### src/rtl/imm_pkg.sv
`default_nettype none
// ============================================================================
// Module      : imm_pkg
// Description : Size encodings and byte-count decode shared by the
//               immediate/displacement extractor.
// Revision    : 1.0 - initial release
// ============================================================================
package imm_pkg;

    localparam logic [1:0] IMM_SZ_8    = 2'b00;
    localparam logic [1:0] IMM_SZ_16   = 2'b01;
    localparam logic [1:0] IMM_SZ_32   = 2'b10;
    localparam logic [1:0] IMM_SZ_NONE = 2'b11;

    function automatic logic [2:0] imm_nbytes(input logic [1:0] size);
        case (size)
            IMM_SZ_8  : return 3'd1;
            IMM_SZ_16 : return 3'd2;
            IMM_SZ_32 : return 3'd4;
            default   : return 3'd0;
        endcase
    endfunction

endpackage
`default_nettype wire

### src/rtl/imm_field_extract.sv
`default_nettype none
// ============================================================================
// Module      : imm_field_extract
// Description : Little-endian field pick from the instruction window with
//               optional sign extension and window-overrun detection.
// Revision    : 1.0 - initial release
// ============================================================================
module imm_field_extract
    import imm_pkg::*;
#(
    parameter int IR_BYTES = 16,
    parameter int DATA_W   = 32,
    parameter int OFF_W    = 4
) (
    input  logic [IR_BYTES*8-1:0] ir,
    input  logic [OFF_W-1:0]      off,
    input  logic [1:0]            size,
    input  logic                  sext,
    output logic [DATA_W-1:0]     value,
    output logic                  err
);

    localparam int                 c_SUM_W = OFF_W + 1;
    localparam logic [c_SUM_W-1:0] c_WIN   = c_SUM_W'(IR_BYTES);

    logic [2:0]         w_nbytes;
    logic [c_SUM_W-1:0] w_end;
    logic [7:0]         w_byte [4];
    logic               w_fill;

    // One bit of headroom so off+nbytes past the window cannot wrap back in.
    assign w_nbytes = imm_nbytes(size);
    assign w_end    = {1'b0, off} + c_SUM_W'(w_nbytes);
    assign err      = (size != IMM_SZ_NONE) && (w_end > c_WIN);

    always_comb begin
        for (int j = 0; j < 4; j++) begin
            w_byte[j] = 8'h00;
            for (int k = 0; k < IR_BYTES; k++) begin
                if (({1'b0, off} + c_SUM_W'(j)) == c_SUM_W'(k)) begin
                    w_byte[j] = ir[IR_BYTES*8-1-8*k -: 8];
                end
            end
        end
    end

    always_comb begin
        case (size)
            IMM_SZ_8  : w_fill = w_byte[0][7];
            IMM_SZ_16 : w_fill = w_byte[1][7];
            IMM_SZ_32 : w_fill = w_byte[3][7];
            default   : w_fill = 1'b0;
        endcase
        value = {DATA_W{sext & w_fill}};
        case (size)
            IMM_SZ_8  : value[7:0]  = w_byte[0];
            IMM_SZ_16 : value[15:0] = {w_byte[1], w_byte[0]};
            IMM_SZ_32 : value[31:0] = {w_byte[3], w_byte[2], w_byte[1], w_byte[0]};
            default   : value       = '0;
        endcase
        if (err) begin
            value = '0;
        end
    end

endmodule
`default_nettype wire

### src/rtl/imm_disp_extract.sv
`default_nettype none
// ============================================================================
// Module      : imm_disp_extract
// Description : Extracts immediate and displacement fields and queues them in
//               a 2-entry registered buffer with valid/ready handshakes.
// Revision    : 1.0 - initial release
// ============================================================================
module imm_disp_extract
    import imm_pkg::*;
#(
    parameter int IR_BYTES = 16,
    parameter int DATA_W   = 32,
    parameter int OFF_W    = 4
) (
    input  logic                  clk,
    input  logic                  rst_n,
    input  logic                  flush,
    input  logic                  in_valid,
    output logic                  in_ready,
    input  logic [IR_BYTES*8-1:0] ir,
    input  logic [OFF_W-1:0]      imm_off,
    input  logic [1:0]            imm_size,
    input  logic                  imm_sext,
    input  logic [OFF_W-1:0]      disp_off,
    input  logic [1:0]            disp_size,
    input  logic                  disp_sext,
    output logic                  out_valid,
    input  logic                  out_ready,
    output logic [DATA_W-1:0]     imm,
    output logic [DATA_W-1:0]     disp,
    output logic                  out_err
);

    // Entry layout depends on DATA_W, so the record type is scoped here.
    typedef struct packed {
        logic [DATA_W-1:0] imm;
        logic [DATA_W-1:0] disp;
        logic              err;
    } entry_t;

    logic [DATA_W-1:0] w_imm_val;
    logic [DATA_W-1:0] w_disp_val;
    logic              w_imm_err;
    logic              w_disp_err;
    entry_t            w_new;
    logic              w_push;
    logic              w_pop;

    entry_t            r_mem [2];
    logic              r_rd_ptr;
    logic              r_wr_ptr;
    logic [1:0]        r_count;

    imm_field_extract #(
        .IR_BYTES (IR_BYTES),
        .DATA_W   (DATA_W),
        .OFF_W    (OFF_W)
    ) u_imm (
        .ir    (ir),
        .off   (imm_off),
        .size  (imm_size),
        .sext  (imm_sext),
        .value (w_imm_val),
        .err   (w_imm_err)
    );

    imm_field_extract #(
        .IR_BYTES (IR_BYTES),
        .DATA_W   (DATA_W),
        .OFF_W    (OFF_W)
    ) u_disp (
        .ir    (ir),
        .off   (disp_off),
        .size  (disp_size),
        .sext  (disp_sext),
        .value (w_disp_val),
        .err   (w_disp_err)
    );

    assign w_new     = {w_imm_val, w_disp_val, w_imm_err | w_disp_err};
    assign in_ready  = (r_count < 2'd2);
    assign out_valid = (r_count != 2'd0);
    assign w_push    = in_valid & in_ready;
    assign w_pop     = out_valid & out_ready;

    // Outputs come straight from the head register; nothing from ir leaks through.
    assign imm     = r_mem[r_rd_ptr].imm;
    assign disp    = r_mem[r_rd_ptr].disp;
    assign out_err = r_mem[r_rd_ptr].err;

    always_ff @(posedge clk) begin
        if (!rst_n) begin
            r_mem[0] <= '0;
            r_mem[1] <= '0;
            r_rd_ptr <= 1'b0;
            r_wr_ptr <= 1'b0;
            r_count  <= 2'd0;
        end else if (flush) begin
            r_rd_ptr <= 1'b0;
            r_wr_ptr <= 1'b0;
            r_count  <= 2'd0;
        end else begin
            if (w_push) begin
                r_mem[r_wr_ptr] <= w_new;
                r_wr_ptr        <= ~r_wr_ptr;
            end
            if (w_pop) begin
                r_rd_ptr <= ~r_rd_ptr;
            end
            case ({w_push, w_pop})
                2'b10   : r_count <= r_count + 2'd1;
                2'b01   : r_count <= r_count - 2'd1;
                default : r_count <= r_count;
            endcase
        end
    end

endmodule
`default_nettype wire

### config.mk
export PLATFORM = sky130hd
export DESIGN_NAME = imm_disp_extract
export DESIGN_NICKNAME = d
export VERILOG_FILES = /design/src/rtl/imm_pkg.sv /design/src/rtl/imm_field_extract.sv /design/src/rtl/imm_disp_extract.sv
export SDC_FILE = /design/constraint.sdc
export NUM_CORES = 1
export LEC_CHECK = 0
export ABC_AREA = 1
export BUFFER_PORTS_ARGS = -buffer_cell sky130_fd_sc_hd__clkbuf_2
export CAP_MARGIN = 20
export CELL_PAD_IN_SITES_DETAIL_PLACEMENT = 1
export CELL_PAD_IN_SITES_GLOBAL_PLACEMENT = 2
export CORE_MARGIN = 10
export CORE_UTILIZATION = 34
export DETAILED_ROUTE_END_ITERATION = 8
export PLACE_DENSITY_LB_ADDON = 0.08
export REMOVE_ABC_BUFFERS = 1
export SLEW_MARGIN = 15
export SYNTH_ARGS = -nofsm -noshare
export SYNTH_HDL_FRONTEND = slang
export SYNTH_SLANG_ARGS = --single-unit
### constraint.sdc
create_clock -name clk -period 5.8 [get_ports clk]
set_clock_uncertainty 0.1 [all_clocks]
set_input_delay 1.16 -clock clk [delete_from_list [all_inputs] [get_ports clk]]
set_output_delay 1.16 -clock clk [all_outputs]
set_load 0.02 [all_outputs]
* Word-level counts from Yosys, hierarchy flattened *
Memories as Yosys holds them, arrays and structs flattened. A register that Yosys moved wholly into a read port is not among the register bits.
Cells that the tools add are included.

operators by class
  add/sub/neg operators = 10
  order comparisons = 3
  equal/unequal tests = 128
  mux-type cells = 151
  bitwise operators = 8
  reductions and logical operators = 22

operators by type and width
  kind                 number
  $mux 8               130
  $eq 5x4->1 const B   48
  $eq 5x3->1 const B   24
  $mux 65              1
  $reduce_or 65->1     1
  $eq 4x4->1 const B   16
  $mux 32              2
  $pmux 16 s2          2
  $eq 5x2->1 const B   12
  $logic_not 5->1      8
  $eq 4x3->1 const B   8
  $pmux 8 s2           2
  $eq 5x1->1 const B   6
  $add 4x2->5 const B  4
  $pmux 3 s3           2
  $eq 4x2->1 const B   4
  $add 4x1->5 const B  2
  $add 4x3->5          2
  $gt 5x5->1 const B   2
  $reduce_or 2->1      5
  $mux 1               9
  $eq 4x1->1 const B   2
  $eq 2x1->1 const B   3
  $eq 2x2->1 const B   3
  other kinds (13)     24

word-level totals
  bits in registers = 4
  RAM bits = 130
  input port bits = 147
  output and inout port bits = 67
  word-level logic and storage cells = 326
  memories = 1

memory list
  memory  words  bits a word  rd ports  clocked after memory_dff  wr ports  RTL line                text
  r_mem   2      65           1         1                         2         imm_disp_extract.sv:49  entry_t r_mem [2];

* Logic depth before layout (Yosys ltp) *
Gate-level depths: netlist (run 1).

  depth in word-level cells = 23
  depth in mapped cells = 24
  depth with buffers taken out = 22

* By module *
Synthesis (run 1) repeated with hierarchy kept, for this count alone.

unflattened totals
  cell total of the unflattened synthesis = 2610
  area total of the unflattened synthesis = 16166.8 µm²

by module, submodules not included
  module             times used  cells each  area each (µm²)  seq. area each (µm²)
  imm_field_extract  2           1081        5108.6           0.0
  imm_disp_extract   1           448         5949.5           4003.8

* Least setup slack after synthesis (run 1) *
No wires, ideal clock.

  path type = input to register
  start point = in rst_n
  end point = mem r_mem[1][0] in the netlist's numbering (enable)
  library setup time = 424 ps
  arrival time = 3360 ps
  required time = 5276 ps
  slack = 1916 ps
  stages on the path = 6
  buffers on the path = 2
  cell sequence = inv_1 nor2_1 nand4_1 clkbuf_1 clkbuf_1 nand2_1

RTL lines
  element          RTL line                text
  start, declared  imm_disp_extract.sv:16  input logic rst_n,
  end, declared    imm_disp_extract.sv:49

==> impl_metrics.csv, run 1 <==
group,metric,value,unit
run_status,status,"finished clean",
synth,synthMuxAreaShare,0.0482,
global_route,grt_max_degree,67,
worst_hold_path,hp-class,"register to register",
sta,rsz0062_at_grt,"no",
placed_design,gp_congestion,1.08,
power,power_density,201,nW/um2
sta,tns,0,ns
sta,worstMarginPinSlew,1.09,ns
synth,yosys.area.top_type_share,0.257,
floorplanning,start_util,0.344,
power,p_leak,7.89,nW
sta,relSlewSlack,0.270,
global_route,grt_overflow,0,
sta,finalSetupViolations,0,
sta,period_minus_slack,4.85,ns
route,wl_per_cell,29.9,um
clocking,numCtsBuffers,17,
synth,ys_types,49,
floorplanning,dieArea,53500,um2
global_route,antenna_found_initial,6,
clocking,clock_latency,0.45,ns
placed_design,dp_slack,0.685,ns
cells_and_area,area_delta_synth_final,14.9,%
global_route,grt_pass1_vias,20400,
synth,synth_compound_area_frac,0.186,
cells_and_area,layout_commonest_cell,"nand2_1",
critical_path,critPathKind,"input port to register",
route,drt_wl_total,98400,um
route,drc,0,
cells_and_area,final_cell_mix,"757 x nand2_1, 342 x nor2_1, 327 x inv_1",
synth,synth-edff-count,130,
clocking,cts_hold_buf,0,
floorplanning,coreArea,44200,um2
synth,synth_top_family_by_area,"simple AND/OR/NAND/NOR gates",
clocking,clock-sinks,135,
sta,slew_viol_final,0,
cells_and_area,nets,2848,
route,dr.pass1.iters,6,
critical_path,worst-endpoint-required,5.86,ns
synth,synth_top_cell_by_area,"edfxtp_1",
synth,synth-main-ff-cell,"edfxtp_1",
clocking,cts-resized-gates,0,
sta,fmax,206,MHz
synth,syn-mean-instance-area,6.09,um2
synth,synth_xor_area_frac,0.00165,
route,vias_per_cell,6.15,
synth,synthAdderAreaFrac,0.0199,
run,drv_cap,0,
route,vias,20200,
critical_path,start_kind,"input port",
floorplanning,rows,77,
route,drtAntennaViolNets,0,
synth,synthArstFlopShare,0,
clocking,path_clk_slew,0.06,ns
clocking,postCtsSetupBuffers,0,
power,vdd_ir_drop_max,0.191,mV
power,p_total,3.51,mW
sta,timing_hold_violations_final,0,
floorplanning,die_h,231,um
synth,synth-warning-count,0,
synth,synth_seq_cells,135,
sta,period_share,0.835,
critical_path,cp-end-kind,"register",
sta,fin_ws,0.955,ns
cells_and_area,layout-drive-gt1-share,0.152,
clocking,clockRootBuffer,"clkbuf_16",
clocking,cts_buffer_depth,2,
critical_path,critical_path_arrival,4.90,ns
global_route,grt.total_usage,0.356,
synth,syn-cell-area,15200,um2
floorplanning,io_pins,214,
placed_design,dp_hpwl,78700,um
clocking,cts_tree,"done",
floorplanning,die_x,231,um
synth,synthCells,2493,
clocking,htree_levels,4,
route,drt_iter0_drc,2663,
synth,yosys-top-cells-area,"edfxtp_1 26%, nand2_1 19%, nor2_1 8.5%, inv_1 8.1%, o21ai_0 7.0%",
synth,synth-simple-area-share,0.374,
placed_design,io_buffers,213,
critical_path,crit_fanout,26,
global_route,grt_first_pass_wirelength,140000,um
synth,seq_area_frac_synth,0.264,
==> final timing paths <==
kind                start            to  slack (ns)  depth (start not counted)
max          disp_size[0]   r_mem[0][3]        0.95                         13
min reg2reg      r_rd_ptr      register        0.37                          1
min              r_rd_ptr      register        0.37                          1
max reg2reg    r_count[1]  r_mem[0][50]        3.23                          6
==> critical path, cell delays in order <==
cell and delay [ns]:
clkbuf_2 0.12, inv_1 0.10, ha_1 0.66, ha_1 0.39, xor2_1 0.18, nand3b_1 0.09, o2111ai_1 0.20, nand2_1 0.46
clkinv_1 0.90, o21ai_0 0.29, a21oi_1 0.06, o21ai_0 0.16, nor2_1 0.10
==> area by class of cell <==
cell class	instances	area (um2)
inverters	352	1320
fillers	5974	26800
diodes	3	7.51
well taps	592	741
flip-flops and latches	135	4010
clock inverters	11	124
repair buffers	234	1220
multi-input cells	1938	9580
clock buffers	21	450
==> power by group <==
part,internal (mW),leakage (nW),switching [mW]
registers,1.11,1.40,0.0165
logic,0.314,6.21,0.955
clock network,0.645,0.274,0.464
total,2.07,7.89,1.44
==> flip-flops by register name (all words and copies together) (netlist names), named ones only <==
signal / count
r_wr_ptr: 1
r_mem: 130
r_count: 2
r_rd_ptr: 1
==> layer usage <==
layer	vias to the layer above	global-route usage	part of all wire
met5	-	0	0.00035
met4	6	0.107	0.028
met3	184	0.116	0.12
met2	1191	0.537	0.43
met1	10200	0.473	0.42
li1	8660	-	-
==> cell usage after synthesis, types with 2 or more instances <==
library cell / n
nand3_1: 75
clkinv_1: 3
o221ai_1: 14
o21ai_0: 211
buf_2: 4
buf_6: 3
o22ai_1: 50
o31ai_1: 4
nor2_1: 343
buf_4: 4
o21bai_1: 2
o21ai_1: 3
nand2_1: 760
fa_1: 2
nand2_2: 11
o211ai_1: 20
clkbuf_1: 47
a21oi_1: 150
nor2_4: 9
buf_1: 10
mux2_2: 65
nand3_2: 5
nor3_1: 19
dfxtp_1: 5
nand4_1: 83
inv_2: 21
or2_2: 2
o2111ai_1: 30
nand2_4: 2
edfxtp_1: 130
ha_1: 21
nor2_2: 21
inv_1: 327
nand3b_1: 15
a211oi_1: 4
a221oi_1: 5
==> stage by stage <==
stage	util	cells	instance area, um2	hold slack [ns]
global route	0.395	3286	17500	0.388
global placement	0.381	3251	16900	0.331
floorplan	-	2425	14900	0.325
finish	0.395	3286	17500	0.368
detailed placement	0.381	3251	16900	0.356
CTS	0.394	3283	17400	0.374
==> cells by family (layout without fill, tap and decap cells) <==
| logic type | count (synthesis) | count (layout) |
|---|---|---|
| adder cells (fa/ha/maj) | 23 | 23 |
| AO/OA/AOI/OAI | 497 | 497 |
| AND/OR/NAND/NOR | 1351 | 1351 |
| other | 0 | 3 |
| flip-flops | 135 | 135 |
| buffers and inverters | 420 | 618 |
| multiplexers | 65 | 65 |
| XOR/XNOR | 2 | 2 |
No activity file was read; power rests on OpenSTA's default activity.
==> run 2, diff against run 1 <==
Settings changed: CORE_UTILIZATION 34 to 28.
Clock period 5.8 ns to 4.3 ns, I/O delays scaled along.
==> run 2 against run 1 <==
  * Sequential share of layout area down 2.4 points
  * Power up 38%
  * Sequential power up 35%
  * Combinational power up 57%
  * First-iteration DRC count down 35%
  * Routed wire length up 5.2%
  * Worst hold slack worse by 0.017 ns
  * Global-route usage down 4.1 points
  * Largest cell class unchanged
==> impl_metrics.csv, run 2 (same netlist as run 1, synthesis figures left out) <==
group,metric,value,unit
sta,whs,0.351,ns
critical_path,crit_fanout,5,
global_route,grt.total_usage,0.315,
run_status,status,"finished clean",
cells_and_area,ff_latch_area,4010,um2
cells_and_area,diodes,0,
placed_design,dp_slack,-0.211,ns
cells_and_area,final_cell_mix,"757 x nand2_1, 343 x nor2_1, 327 x inv_1",
clocking,htree_levels,4,
cells_and_area,fillerInstances,7161,
critical_path,start_kind,"input port",
critical_path,timing.rr.start,"r_count[1]",
critical_path,cp-end-kind,"register",
run,drv_cap,0,
power,vdd_ir_drop_max,0.279,mV
route,dr.pass1.iters,5,
clocking,numCtsBuffers,17,
critical_path,cpPeakStageDelay,0.34,ns
critical_path,worst-endpoint-required,4.36,ns
floorplanning,coreArea,53800,um2
critical_path,cp_top_family,"simple AND/OR/NAND/NOR gates",
worst_hold_path,min_from,"r_rd_ptr",
floorplanning,rows,85,
floorplanning,die_x,253,um
route,drtAntennaViolNets,0,
clocking,path_clk_slew,0.06,ns
global_route,grt_overflow,0,
critical_path,endpoint,"r_mem[1][14]",
clocking,clock-sinks,135,
sta,slew_viol_final,0,
sta,rsz0062_at_grt,"no",
critical_path,cp.buffers_inverters,3,
floorplanning,start_util,0.282,
sta,fmax,243,MHz
route,wl_per_cell,28.5,um
critical_path,cp_slowest_cell,"a21oi_1",
cells_and_area,largest-register,"r_mem",
power,power_density,247,nW/um2
route,drc,0,
clocking,cts_tree,"done",
cells_and_area,largest_register_ffs,130,
placed_design,place_area,19000,um2
sta,period_share,0.958,
sta,fin_ws,0.182,ns
sta,finalSetupViolations,0,
worst_hold_path,hp-class,"register to register",
critical_path,critical_path_arrival,4.18,ns
global_route,grt_first_pass_wirelength,147000,um
cells_and_area,largestRegisters,"r_mem: 130 flops, r_count: 2 flops",
cells_and_area,area_delta_synth_final,28.5,%
route,drt_iter0_drc,1736,
route,drt_wl_total,104000,um
placed_design,dp_hpwl,87100,um
placed_design,io_buffers,213,
cells_and_area,nets,3095,
sta,timing_hold_violations_final,0,
sta,relSlewSlack,0.456,
global_route,grt_pass1_vias,20600,
global_route,antenna_found_initial,0,
power,p_leak,9.09,nW
floorplanning,dieArea,64000,um2
placed_design,gp_congestion,1.04,
power,p_total,4.83,mW
critical_path,critPathKind,"input port to register",
cells_and_area,layout_commonest_cell,"nand2_1",
clocking,cts_buffer_depth,2,
critical_path,worstSetupPathDepth,20,
cells_and_area,final_cells,3633,
global_route,grt_max_degree,67,
critical_path,r2r-end,"r_mem[0][11]",
critical_path,path_cells,"clkbuf_2 -> ha_1 -> buf_4 -> nand3_1 -> nand2_1 -> nor2_1 -> nand2_1 -> buf_4 -> o21ai_0 -> nand2_1 -> a21oi_1 -> o211ai_1 -> o22ai_1 -> nand4_1 -> nor2_1 -> nand3_1 -> nand2_1 -> nand2_1 -> nand2_1 -> nor2_1",
clocking,clock_latency,0.43,ns
cells_and_area,final_area,19500,um2
route,vias,20000,
floorplanning,die_h,253,um
critical_path,crit_start,"disp_off[1]",
critical_path,cp_common_cell,"nand2_1",
critical_path,r2r_slack,2.29,ns
critical_path,worstRegToRegCells,6,
clocking,clockRootBuffer,"clkbuf_16",
sta,period_minus_slack,4.12,ns
placed_design,place_inst,3602,
sta,worstMarginPinSlew,0.816,ns
cells_and_area,multiInputGateArea,9570,um2
floorplanning,io_pins,214,
route,vias_per_cell,5.51,
cells_and_area,layout-drive-gt1-share,0.223,
run 2: cell type report:
class | instances | share of cell area
multi-input cells | 1938 | 0.491
clock buffers | 19 | 0.0222
well taps | 696 | 0.0446
inverters | 352 | 0.0678
clock inverters | 12 | 0.00417
flip-flops and latches | 135 | 0.205
repair buffers | 481 | 0.165
run 2: worst reg2reg max path, stage by stage (launching register included):
cell and delay, ns:
dfxtp_1 0.30, inv_1 0.13, nand2_1 0.12, nor2_1 0.14, nand2_2 0.08, nand2_2 0.52, buf_12 0.31
run 2: worst min-delay path by stage:
| stage | end | slack [ns] | depth (start not counted) |
|---|---|---|---|
| 2_1_floorplan | register | 0.33 | 1 |
| 3_3_place_gp | register | 0.33 | 1 |
| 3_5_place_dp | register | 0.35 | 1 |
| 4_1_cts | register | 0.36 | 1 |
| 5_1_grt | register | 0.39 | 1 |
| 6_report | register | 0.35 | 1 |
run 2: power by group:
part	switching, mW	internal [mW]
logic	1.42	0.580
clock network	0.583	0.728
registers	0.0156	1.50
run 2: repair_timing:
action                     4_1_cts  5_1_grt
setup buffers                    0        0
hold buffers                     0        0
gates resized for setup          0        1
setup endpoints to repair        0        2
run 2: metrics by stage:
step,util,TNS [ns]
after floorplan,-,-62.37
after global placement,0.353,-1.26
after detailed placement,0.353,-1.91
after CTS,0.363,0
after global routing,0.363,0
final,0.363,0
run 2: routing by layer:
| layer | up-vias | wire (um) | GRT usage |
|---|---|---|---|
| li1 | 9139 | - | - |
| met1 | 9896 | 42600 | 0.384 |
| met2 | 805 | 49600 | 0.539 |
| met3 | 194 | 5640 | 0.0331 |
| met4 | 0 | 5630 | 0.162 |
| met5 | - | 0 | 0 |
